<file path="config.mk">
export PLATFORM = sky130hd
export DESIGN_NAME = mmc1_reg_sequencer
export DESIGN_NICKNAME = d
export VERILOG_FILES = /design/src/rtl/mmc1_reg_sequencer.sv
export SDC_FILE = /design/constraint.sdc
export NUM_CORES = 1
export LEC_CHECK = 0
export BUFFER_PORTS_ARGS = -buffer_cell sky130_fd_sc_hd__buf_2
export CORE_ASPECT_RATIO = 0.75
export CORE_MARGIN = 3
export CORE_UTILIZATION = 50
export CTS_BUF_LIST = sky130_fd_sc_hd__clkbuf_16
export DETAILED_ROUTE_END_ITERATION = 10
export GPL_ROUTABILITY_DRIVEN = 0
export PLACE_DENSITY = 0.79
export SLEW_MARGIN = 20
export SYNTH_ARGS = -nofsm -noshare
export SYNTH_HDL_FRONTEND = slang
export SYNTH_SLANG_ARGS = --single-unit
</file>
<file path="constraint.sdc">
create_clock -name CPU_M2 -period 1.6 [get_ports CPU_M2]
set_input_delay 0.32 -clock CPU_M2 [delete_from_list [all_inputs] [get_ports CPU_M2]]
set_output_delay 0.32 -clock CPU_M2 [all_outputs]
set_load 0.005 [all_outputs]
</file>
<file path="src/rtl/mmc1_reg_sequencer.sv">
// MMC1 register-write sequencer: round-robin arbiter feeding the five-write serial load protocol.
// Optional abort support is compiled in with `define MMC1_SEQ_ABORT_EN.
module mmc1_reg_sequencer #(
  parameter int unsigned GAP_CYCLES = 1  // legal 1..15
) (
  input  logic       CPU_M2,
  input  logic       RESET,
  input  logic       REQ_A,
  input  logic [1:0] REQ_A_REG,
  input  logic [4:0] REQ_A_DATA,
  input  logic       REQ_A_RST,
  output logic       GNT_A,
  input  logic       REQ_B,
  input  logic [1:0] REQ_B_REG,
  input  logic [4:0] REQ_B_DATA,
  input  logic       REQ_B_RST,
  output logic       GNT_B,
  input  logic       ABORT,
  output logic       WR_STB,
  output logic       WR_A14,
  output logic       WR_A13,
  output logic       WR_D0,
  output logic       WR_D7,
  output logic       BUSY,
  output logic       DONE,
  output logic       DONE_ID,
  output logic       ABORTED
);

  typedef enum logic [1:0] {S_IDLE, S_STROBE, S_GAP, S_DONE} state_t;

  state_t     state;
  logic [3:0] gap_cnt;
  logic [2:0] bit_idx;
  logic [4:0] cur_data;
  logic       cur_id;
  logic       rst_mode;     // current sequence ends after its single D7 write
  logic       abort_pend;
  logic       abort_flag;
  logic       last_b;

  logic       pick_b;
  logic [1:0] sel_reg;
  logic [4:0] sel_data;
  logic       sel_rst;
  logic [2:0] next_idx;
  logic       abort_hit;
  logic       abort_now;

  // Round-robin: B wins only when A is idle or A was granted last.
  assign pick_b   = REQ_B && (!REQ_A || !last_b);
  assign sel_reg  = pick_b ? REQ_B_REG  : REQ_A_REG;
  assign sel_data = pick_b ? REQ_B_DATA : REQ_A_DATA;
  assign sel_rst  = pick_b ? REQ_B_RST  : REQ_A_RST;
  assign next_idx = bit_idx + 3'd1;

`ifdef MMC1_SEQ_ABORT_EN
  assign abort_hit = ABORT && !rst_mode && ((state == S_STROBE) || (state == S_GAP));
`else
  logic unused_abort;
  assign unused_abort = ABORT;
  assign abort_hit    = 1'b0;
`endif

  assign abort_now = abort_pend || abort_hit;

  always_ff @(posedge CPU_M2) begin
    if (RESET) begin
      state      <= S_IDLE;
      gap_cnt    <= '0;
      bit_idx    <= '0;
      cur_data   <= '0;
      cur_id     <= 1'b0;
      rst_mode   <= 1'b0;
      abort_pend <= 1'b0;
      abort_flag <= 1'b0;
      last_b     <= 1'b1;
      GNT_A      <= 1'b0;
      GNT_B      <= 1'b0;
      WR_STB     <= 1'b0;
      WR_A14     <= 1'b0;
      WR_A13     <= 1'b0;
      WR_D0      <= 1'b0;
      WR_D7      <= 1'b0;
      BUSY       <= 1'b0;
      DONE       <= 1'b0;
      DONE_ID    <= 1'b0;
      ABORTED    <= 1'b0;
    end else begin
      // NOTE: pulse outputs default to 0 every cycle; only the branch that owns them re-asserts them.
      GNT_A   <= 1'b0;
      GNT_B   <= 1'b0;
      WR_STB  <= 1'b0;
      WR_D0   <= 1'b0;
      WR_D7   <= 1'b0;
      DONE    <= 1'b0;
      DONE_ID <= 1'b0;
      ABORTED <= 1'b0;

      case (state)
        S_IDLE: begin
          if (REQ_A || REQ_B) begin
            state      <= S_STROBE;
            GNT_A      <= !pick_b;
            GNT_B      <= pick_b;
            last_b     <= pick_b;
            cur_id     <= pick_b;
            cur_data   <= sel_data;
            rst_mode   <= sel_rst;
            bit_idx    <= '0;
            abort_pend <= 1'b0;
            abort_flag <= 1'b0;
            BUSY       <= 1'b1;
            WR_A14     <= sel_reg[1];
            WR_A13     <= sel_reg[0];
            WR_STB     <= 1'b1;
            WR_D7      <= sel_rst;
            WR_D0      <= sel_rst ? 1'b0 : sel_data[0];
          end
        end

        S_STROBE: begin
          state   <= S_GAP;
          gap_cnt <= 4'(GAP_CYCLES - 1);
          if (abort_hit) abort_pend <= 1'b1;
        end

        S_GAP: begin
          if (gap_cnt != 4'd0) begin
            gap_cnt <= gap_cnt - 4'd1;
            if (abort_hit) abort_pend <= 1'b1;
          end else if (abort_now) begin
            // Aborted load: flush the mapper shift register with one reset write.
            state      <= S_STROBE;
            rst_mode   <= 1'b1;
            abort_pend <= 1'b0;
            abort_flag <= 1'b1;
            WR_STB     <= 1'b1;
            WR_D7      <= 1'b1;
          end else if (rst_mode || (bit_idx == 3'd4)) begin
            state   <= S_DONE;
            DONE    <= 1'b1;
            DONE_ID <= cur_id;
            ABORTED <= abort_flag;
          end else begin
            state   <= S_STROBE;
            bit_idx <= next_idx;
            WR_STB  <= 1'b1;
            WR_D0   <= cur_data[next_idx];
          end
        end

        S_DONE: begin
          state  <= S_IDLE;
          BUSY   <= 1'b0;
          WR_A14 <= 1'b0;
          WR_A13 <= 1'b0;
        end

        default: state <= S_IDLE;
      endcase
    end
  end

endmodule
</file>
==> results.md <==
* Post-route ant nets at 0
* CP arrival at 1.61 ns
* Max_cap viols at 0
* Register clock-pin slew on the reported worst setup and hold paths at 0.05 ns
* Final worst path period share at 0.917
* Synth top area share at 0.414
* Post-Syn Nets at 176
* Tot Pwr at 2100 uW
* Top post-synthesis cells by area: dfxtp_1, mux2i_1, a211oi_1, a21oi_1, nor2_1
* Pin count of the biggest net entering global routing at 20
* Critical Path RT at 1.74 ns
* Drt pass-1 iters at 4
* Die H at 51.9 microns
* Initial Util at 0.566
* Number of synthesized flops with an enable pin at 0
* # setup viols final at 0
* CTS tree: done
* R2R Path Start: bit_idx[0]
* Routed WL per cell at 13.7 microns
* RSZ-0062 raised after global routing: false
* CTS Buffer Depth at 2
* #FFs+latches synth at 29
* DP HPWL at 2230 microns
* CP Launch Type: register
* Crit-path max FO at 4
* Met3 Usage GRT at 0.0713
* I/O Buffers at 30
* Die extent in x at 67.1 microns
* Layout cells sized above 1 at 0.294
* Min cycle time layout at 1.47 ns
* Routed vias/inst at 5.67
* FP Rows at 15
* H-Tree Depth at 2
* Max-slew violations at 0
* Clock share of power at 0.485
* CTS Buf Count at 5
* Grt met2 use at 0.361
* Worst Hold Class: in -> reg
* Reg power frac at 0.381
* Residual DRC at 0
* P&R area growth vs syn at 28.6%
* Pint at 1620 uW
* Leak pwr at 0.000749 uW
* Sink Count at 29
* Worst-Margin Slew at 0.529 ns
* GRT busiest layer: met2
* Synth area leader: dfxtp_1
* Post-synthesis area per instance at 9.28 sq um
* IO Pins at 32
* Crit. End Element: register
* Main synth FF type: dfxtp_1
* Clock root cell: clkbuf_16
* First-pass GRT wire length at 5350 microns
* Antenna cells at 0
* Total Wirelength at 3030 microns
* Count leader, synth: dfxtp_1
* Final Hold Fails at 0
* Number of synthesis warnings at 0
* Initial antenna violation count at 0
* NumNets Final at 211
* Combinational share of power at 0.134
* Via count at 1,254
* Sw Ratio at 0.226
* Worst skew pair latency at 0.27 ns
* Peak Freq at 681 MHz
* WS Path Type: reg -> reg
* Psw at 474 uW
* Outcome: finished clean
* Initial drt markers at 49
* GRT met1 Usage at 0.226
* Global route overflow at 0
* Top cells by count, synth: dfxtp_1, nor2_1, a21oi_1, mux2i_1
* Slew margin rel. at 0.644
* Vias in the first global route at 1,260
* Crit path launch: bit_idx[0]
* Pwr Density at 1160 nW/um^2
* Setup tns final at 0 ns
* Overall Global Routing Usage at 0.212
* Seq/Total Area, Yosys at 0.414
* Hold path startpoint: REQ_A_DATA[1]
* Max VDD drop at 0.00112 V
* Count of cell types in the netlist at 39
* Ys async rst share at 0
* Total die area at 3480 sq um
* Post-Syn Area at 1400 sq um
* Core area at 2480 sq um
* Final worst clock skew at 0.00632 ns
* Post-Synthesis Cells at 151
## area by class of cell
cell class / instances / area, sq um
multi-input cells: 104 / 751
fillers: 179 / 676
flip-flops and latches: 29 / 581
repair buffers: 38 / 235
clock buffers: 5 / 125
well taps: 34 / 42.5
clock inverters: 3 / 37.5
inverters: 8 / 30.0
## state kept, by name, indices dropped and copies added (netlist names), 2 cells and up
| signal | count |
|---|---|
| bit_idx | 3 |
| state | 2 |
| cur_data | 5 |
| gap_cnt | 4 |
## layer usage
| layer | up-vias | wire length, microns | part of all wire |
|---|---|---|---|
| met1 | 579 | 1300 | 0.43 |
| met5 | - | 0 | 0 |
| met4 | 0 | 92 | 0.030 |
| met3 | 13 | 205 | 0.068 |
| met2 | 47 | 1430 | 0.47 |
| li1 | 615 | - | - |
## cells by family (layout without fill, tap and decap cells)
family | count (synthesis) | count (layout) | share of synthesized area
AOI/OAI and AO/OA | 43 | 43 | 0.213
adders and majority gates | 4 | 4 | 0.0357
and+or+nand+nor | 45 | 45 | 0.179
DFF | 29 | 29 | 0.414
buffers and inverters | 18 | 54 | 0.0732
muxes | 11 | 11 | 0.0786
xor gates and xnor gates | 1 | 1 | 0.00625
## stage by stage
stage | utilization | cell area (sq um) | hold WS [ns] | std cells | setup WS [ns]
2_1_floorplan | - | 1400 | 0.421 | 151 | 0.214
4_1_cts | 0.714 | 1770 | 0.384 | 221 | 0.0197
3_5_place_dp | 0.648 | 1610 | 0.436 | 213 | 0.0873
5_1_grt | 0.727 | 1800 | 0.419 | 221 | 0.0203
6_report | 0.727 | 1800 | 0.390 | 221 | 0.132
3_3_place_gp | 0.648 | 1610 | 0.432 | 213 | 0.151
## worst max-delay path, cell delays in order, from the launching register on
cell     delay (ns)
dfxtp_1        0.37
inv_1          0.12
ha_4           0.30
mux2i_1        0.21
o21ai_0        0.11
o21ai_1        0.13
o32ai_1        0.10
## what timing repair did
item | 4_1_cts | 5_1_grt
endpoints found under the setup margin | 0 | 5
resized for setup | 0 | 6
buffers inserted | 0 | 0
endpoints found under the hold margin | 0 | 0
hold buffers | 0 | 0
## placed cells by master (no fill, tap or decap), types with 2 or more instances in the layout
| master | instances |
|---|---|
| a31oi_1 | 4 |
| o31ai_1 | 2 |
| nor2_1 | 14 |
| nor3_1 | 4 |
| ha_1 | 3 |
| buf_4 | 6 |
| buf_2 | 30 |
| o32ai_1 | 2 |
| dfxtp_1 | 29 |
| a21oi_1 | 9 |
| clkbuf_16 | 5 |
| buf_12 | 2 |
| mux2i_1 | 11 |
| a211oi_1 | 8 |
| inv_1 | 9 |
| a22oi_1 | 2 |
| and2_1 | 3 |
| nand2_1 | 5 |
| a21oi_2 | 2 |
| nand2b_1 | 5 |
| nand3_1 | 2 |
| nand4_1 | 2 |
| o21ai_0 | 5 |
| nor3b_1 | 3 |
## power by group through the flow
| stage | combinational (uW) | clock [uW] | sequential (uW) |
|---|---|---|---|
| after floorplan | 187 | 0 | 808 |
| after global placement | 257 | 0 | 810 |
| after detailed placement | 269 | 0 | 813 |
| after CTS | 272 | 1040 | 798 |
| after global routing | 313 | 1070 | 806 |
| final | 280 | 1020 | 800 |
## worst paths after layout
kind                 end  slack (ns)  depth (start not counted)
max                WR_D0        0.13                          6
min          cur_data[1]        0.39                          3
max reg2reg        WR_D0        0.13                          6
min reg2reg      ABORTED        0.45                          1
Note: power is estimated with default switching activity, not from simulation.
